<file path="config.mk">
export PLATFORM = sky130hd
export DESIGN_NAME = display_scan
export DESIGN_NICKNAME = d
export VERILOG_FILES = /design/src/rtl/display_scan.sv
export SDC_FILE = /design/constraint.sdc
export NUM_CORES = 1
export LEC_CHECK = 0
export BUFFER_PORTS_ARGS = -buffer_cell sky130_fd_sc_hd__buf_4
export CORE_MARGIN = 2
export CORE_UTILIZATION = 50
export CTS_BUF_LIST = sky130_fd_sc_hd__clkbuf_4
export CTS_CLUSTER_SIZE = 40
export DETAILED_ROUTE_END_ITERATION = 6
export PLACE_DENSITY_LB_ADDON = 0.12
export SYNTH_ARGS = -nofsm -noshare
export SYNTH_HDL_FRONTEND = slang
export SYNTH_SLANG_ARGS = --single-unit
</file>
<file path="constraint.sdc">
create_clock -name clk -period 3.58 [get_ports clk]
set_clock_uncertainty 0.1 [all_clocks]
set_input_delay 0 -clock clk [delete_from_list [all_inputs] [get_ports clk]]
set_output_delay 0 -clock clk [all_outputs]
set_load 0.01 [all_outputs]
</file>
<file path="src/rtl/display_scan.sv">
// display_scan: time-multiplexed nibble scanner with per-slot anode blanking and frame-synchronous value updates
module display_scan #(
    parameter int NUM_DIGITS       = 4,
    parameter int REFRESH_DIV      = 50000,
    parameter int BLANK_CYCLES     = 1000,
    parameter bit ANODE_ACTIVE_LOW = 1'b1
) (
    input  logic                    clk,
    input  logic                    rst_n,
    input  logic [4*NUM_DIGITS-1:0] value_i,
    input  logic                    load_i,
    input  logic [NUM_DIGITS-1:0]   digit_en_i,
    output logic [3:0]              binary_code_o,
    output logic [NUM_DIGITS-1:0]   anodes_o,
    output logic                    scan_tick_o,
    output logic                    frame_o
);
    localparam int CW = $clog2(REFRESH_DIV);
    localparam int IW = $clog2(NUM_DIGITS);
    localparam logic [CW-1:0] CNT_MAX = CW'(REFRESH_DIV - 1);
    localparam logic [IW-1:0] IDX_MAX = IW'(NUM_DIGITS - 1);
    localparam logic [NUM_DIGITS-1:0] ANODE_OFF = ANODE_ACTIVE_LOW ? '1 : '0;

    typedef enum logic {BLANK, SHOW} phase_e;

    logic [CW-1:0]           cnt_q, cnt_d;
    logic [IW-1:0]           idx_q, idx_d;
    logic [4*NUM_DIGITS-1:0] active_q, active_d, pending_q, pending_d;
    logic                    pend_q, pend_d;
    logic [3:0]              binary_q, binary_d;
    logic [NUM_DIGITS-1:0]   anodes_q, anodes_d;
    logic                    tick_q, tick_d, frame_q, frame_d;
    logic                    wrap, frame_wrap, in_show;
    phase_e                  phase_d;

    // With no blanking the comparison would be constant, so it is dropped entirely
    if (BLANK_CYCLES == 0) begin : g_noblank
        assign in_show = 1'b1;
    end else begin : g_blank
        assign in_show = cnt_d >= CW'(BLANK_CYCLES);
    end

    // Next-state: slot counter, digit index, frame-synchronous value swap, and outputs from next-state values
    always_comb begin
        wrap       = cnt_q == CNT_MAX;
        frame_wrap = wrap && idx_q == IDX_MAX;
        cnt_d      = wrap ? '0 : cnt_q + 1'b1;
        idx_d      = !wrap ? idx_q : (idx_q == IDX_MAX ? '0 : idx_q + 1'b1);
        active_d   = !frame_wrap ? active_q : load_i ? value_i : pend_q ? pending_q : active_q;
        pending_d  = load_i ? value_i : pending_q;
        pend_d     = !frame_wrap && (load_i || pend_q);
        phase_d    = in_show ? SHOW : BLANK;
        anodes_d   = ANODE_OFF ^ ((phase_d == SHOW) ? (digit_en_i & (NUM_DIGITS'(1) << idx_d)) : '0);
        binary_d   = active_d[{idx_d, 2'b00} +: 4];
        tick_d     = wrap;
        frame_d    = frame_wrap;
    end

    // State and registered outputs; reset forces blanked anodes immediately
    always_ff @(posedge clk or negedge rst_n) begin
        if (!rst_n) begin
            cnt_q     <= '0;
            idx_q     <= '0;
            active_q  <= '0;
            pending_q <= '0;
            pend_q    <= 1'b0;
            binary_q  <= '0;
            anodes_q  <= ANODE_OFF;
            tick_q    <= 1'b0;
            frame_q   <= 1'b0;
        end else begin
            cnt_q     <= cnt_d;
            idx_q     <= idx_d;
            active_q  <= active_d;
            pending_q <= pending_d;
            pend_q    <= pend_d;
            binary_q  <= binary_d;
            anodes_q  <= anodes_d;
            tick_q    <= tick_d;
            frame_q   <= frame_d;
        end
    end

    assign binary_code_o = binary_q;
    assign anodes_o      = anodes_q;
    assign scan_tick_o   = tick_q;
    assign frame_o       = frame_q;
endmodule

</file>
==> flow_summary.ini <==
[setup_path]
worst_path_dominant_cell_family = simple AND/OR/NAND/NOR gates
path_buf_inv = 1
r2r_slack_ps = 990
cpPeakStageDelay_ps = 430
crit_required_ps = 3770
cpMaxStageDelayCell = dfrtp_1
criticalPathCategory = reg2reg
arrival_ps = 2770
reg2reg_from = cnt_q[0]
crit_fanout = 7
cp_cell_sequence = ha_1 -> and3_1 -> and4_1 -> mux2i_2 -> inv_2 -> and2_1 -> and2_1 -> a211o_1
crit_top_cell = and2_1
end_kind = flip-flop
worstSetupStartpoint = cnt_q[0]
startpoint_type = flip-flop

[final_layout]
final_cells = 364
multi_input_area_um2 = 1120
drive_above_1_share = 0.310
layout.nets = 314
antenna_cells = 0
regArea_um2 = 1530
fillCellCount = 398
syn_to_final_growth_pct = 29.2
fin_area_um2 = 3520

[floorplanning]
dieArea_um2 = 6060
core_um2 = 5170
ios = 33
die_y_um = 77.8
initial_core_util = 0.527
row_count = 26
die_x_um = 77.8

[cts]
clockBufferDepth = 2
cts_num_sinks = 61
cts_resized = 0
cts_setup_buffers = 0
cts.clk_slew.worst_paths_ps = 110
cts_buffers = 9
tritoncts = yes
cts-htree-levels = 3
clk_latency_ps = 400
holdBufCountCts = 38
clockRootBuffer = clkbuf_4

[worst_hold_path]
min_path_type = in2async

[global_routing]
grt-ovfl-total = 0
grt_use_total = 0.202
antenna_found_initial = 0
grt_pass1_wl_um = 9180
grt_pass1_vias = 1926
grt_start_max_net_pins = 62

[timing]
max_freq_mhz = 387
slew_viol_final = 0
hold_violations = 0
fin_crit_sh = 0.722
tightest_slew_ps = 741
slew_headroom = 0.506
min_period_ps = 2590
tns_ps = 0
rsz0062_at_grt = no
setup-violations-final = 0

[placed_design]
gp_congestion = 0.802
placedCellCount = 310
placed_cell_area_um2 = 3010
dpl.hpwl_um = 3490
io_buffers = 32

[route]
num_vias = 1920
drcViolationCount = 0
dr.pass1.iters = 4
routed_wl_um = 5520
via_per_inst = 5.27
avgRoutedWirePerCell_um = 15.2
drtAntennaViolNets = 0
drt_iter0_markers = 106

[power]
p_int_w = 0.00100
p_leak_nw = 1.66
ir_drop_uv = 199
switching_share = 0.221
clkPwrFrac = 0.363
pwr-share-seq = 0.552
p_per_area_nw_per_um2 = 365
switching_power_w = 0.000285
pwr-share-comb = 0.085

[job]
drv_cap = 0

[synthesis]
ys_seq_area_frac = 0.562
synth_top_area_share = 0.523
synth_area_leaders = dfrtp_1, mux2_2, dfstp_2
synth_top_cell_by_area = dfrtp_1
syn_avg_cell_area_um2 = 12.7
ys.flop_type = dfrtp_1
synth_cell_types = 43
syn_area_um2 = 2730
syn_inst = 215
synth_edf_count = 0
synth.ff_latch_count = 61
yosysWarningCount = 0
syn_nets = 240
async_flop_share = 1.00

[status]
status = finished clean
-- metal layers --
| layer | share of wire | track usage |
|---|---|---|
| met3 | 0.036 | 0.0442 |
| met5 | 0 | 0 |
| met4 | 0.020 | 0.0929 |
| met2 | 0.52 | 0.339 |
| met1 | 0.42 | 0.248 |
-- power groups by stage --
| stage | registers, W | clock network (W) | logic (W) |
|---|---|---|---|
| global route | 0.000712 | 0.000515 | 0.000119 |
| global placement | 0.000723 | 0 | 0.0000632 |
| detailed placement | 0.000724 | 0 | 0.0000635 |
| floorplan | 0.000723 | 0 | 0.0000268 |
| CTS | 0.000710 | 0.000479 | 0.000109 |
| finish | 0.000710 | 0.000466 | 0.000109 |
-- worst reg2reg max path: cells and delay by family, from the launching register on --
kind            cells  cell delay, ps
compound gates      1             260
fa+ha+maj           1             260
buf+inv             1             110
flops               1             430
mux                 1             310
simple gates        4            1030
-- flip-flops by register name (all words and copies together) (netlist names) --
| register | cells |
|---|---|
| idx_q | 2 |
| scan_tick_o | 1 |
| frame_o | 1 |
| binary_code_o | 4 |
| anodes_o | 4 |
| cnt_q | 16 |
| pend_q | 1 |
| pending_q | 16 |
| active_q | 16 |
-- placed cells by master, fill, tap and decap left out, types with 3 or more instances in the layout --
cell type      instances
dfstp_2                4
nand4_1                5
dfrtp_1               57
nor3_1                 3
nand2_1                9
o21ai_0                3
or3_1                  3
nor4_1                 4
buf_4                 33
mux2i_1                4
nor2_1                15
clkbuf_4              11
a21oi_1                4
a221o_1                3
o21a_1                 3
xnor2_1                4
inv_1                  4
and2_1                 4
xor2_1                 7
dlygate4sd3_1         38
a22o_1                 3
nand3_1               12
mux2_2                31
-- cell usage after synthesis (2+ instances only) --
master and instances:
o21ai_0 3, nor3_1 3, nor4_1 4, nand2_1 9
dfstp_2 4, xor2_1 7, inv_1 4, and2_1 4
a211o_1 2, a221o_1 3, mux2_2 31, a21oi_1 4
mux2i_1 4, and3_1 2, nor2_1 15, xnor2_1 4
nor4b_4 2, buf_6 2, o21a_1 3, dfrtp_1 57
nand4_1 5, or3_1 3, buf_2 3, a22o_1 3
nor2b_1 2, ha_1 2, and4_1 2, nand3_1 12
clkbuf_1 2
-- cell families (layout without fill, tap and decap cells) --
group | Yosys count | in the layout | synth area share
flops | 61 | 61 | 0.562
simple gates | 68 | 68 | 0.151
buf+inv | 13 | 92 | 0.0262
fa+ha+maj | 2 | 2 | 0.00918
mux | 37 | 37 | 0.153
xor+xnor | 11 | 11 | 0.0353
compound gates | 23 | 23 | 0.0633
-- path summary, 6_finish.rpt --
| path | end | cells after the start |
|---|---|---|
| min in group clk | anodes_o[2] | 3 |
| min reg2reg | active_q[1] | 1 |
| max | binary_code_o[0] | 8 |
| min | pending_q[4] | 2 |
| max reg2reg | binary_code_o[0] | 8 |
| max in group asynchronous | cnt_q[1] | 2 |
-- metrics by stage --
stage	hold slack (ps)	utilization	setup WS [ps]	power [W]
after floorplan	-396	-	1240	0.000750
after global placement	18.0	0.582	1090	0.000787
after detailed placement	16.8	0.582	1010	0.000788
after CTS	122	0.681	999	0.00130
after global routing	166	0.681	834	0.00135
final	99.3	0.681	995	0.00129
-- cell type report --
class,instances,share of cell area
timing repair buffer,71,0.178
multi-input combinational,141,0.319
sequential,61,0.435
clock inverter,5,0.0146
clock buffer,11,0.0234
inverter,5,0.00533
tap,70,0.0249
No activity file was read; power rests on OpenSTA's default activity.
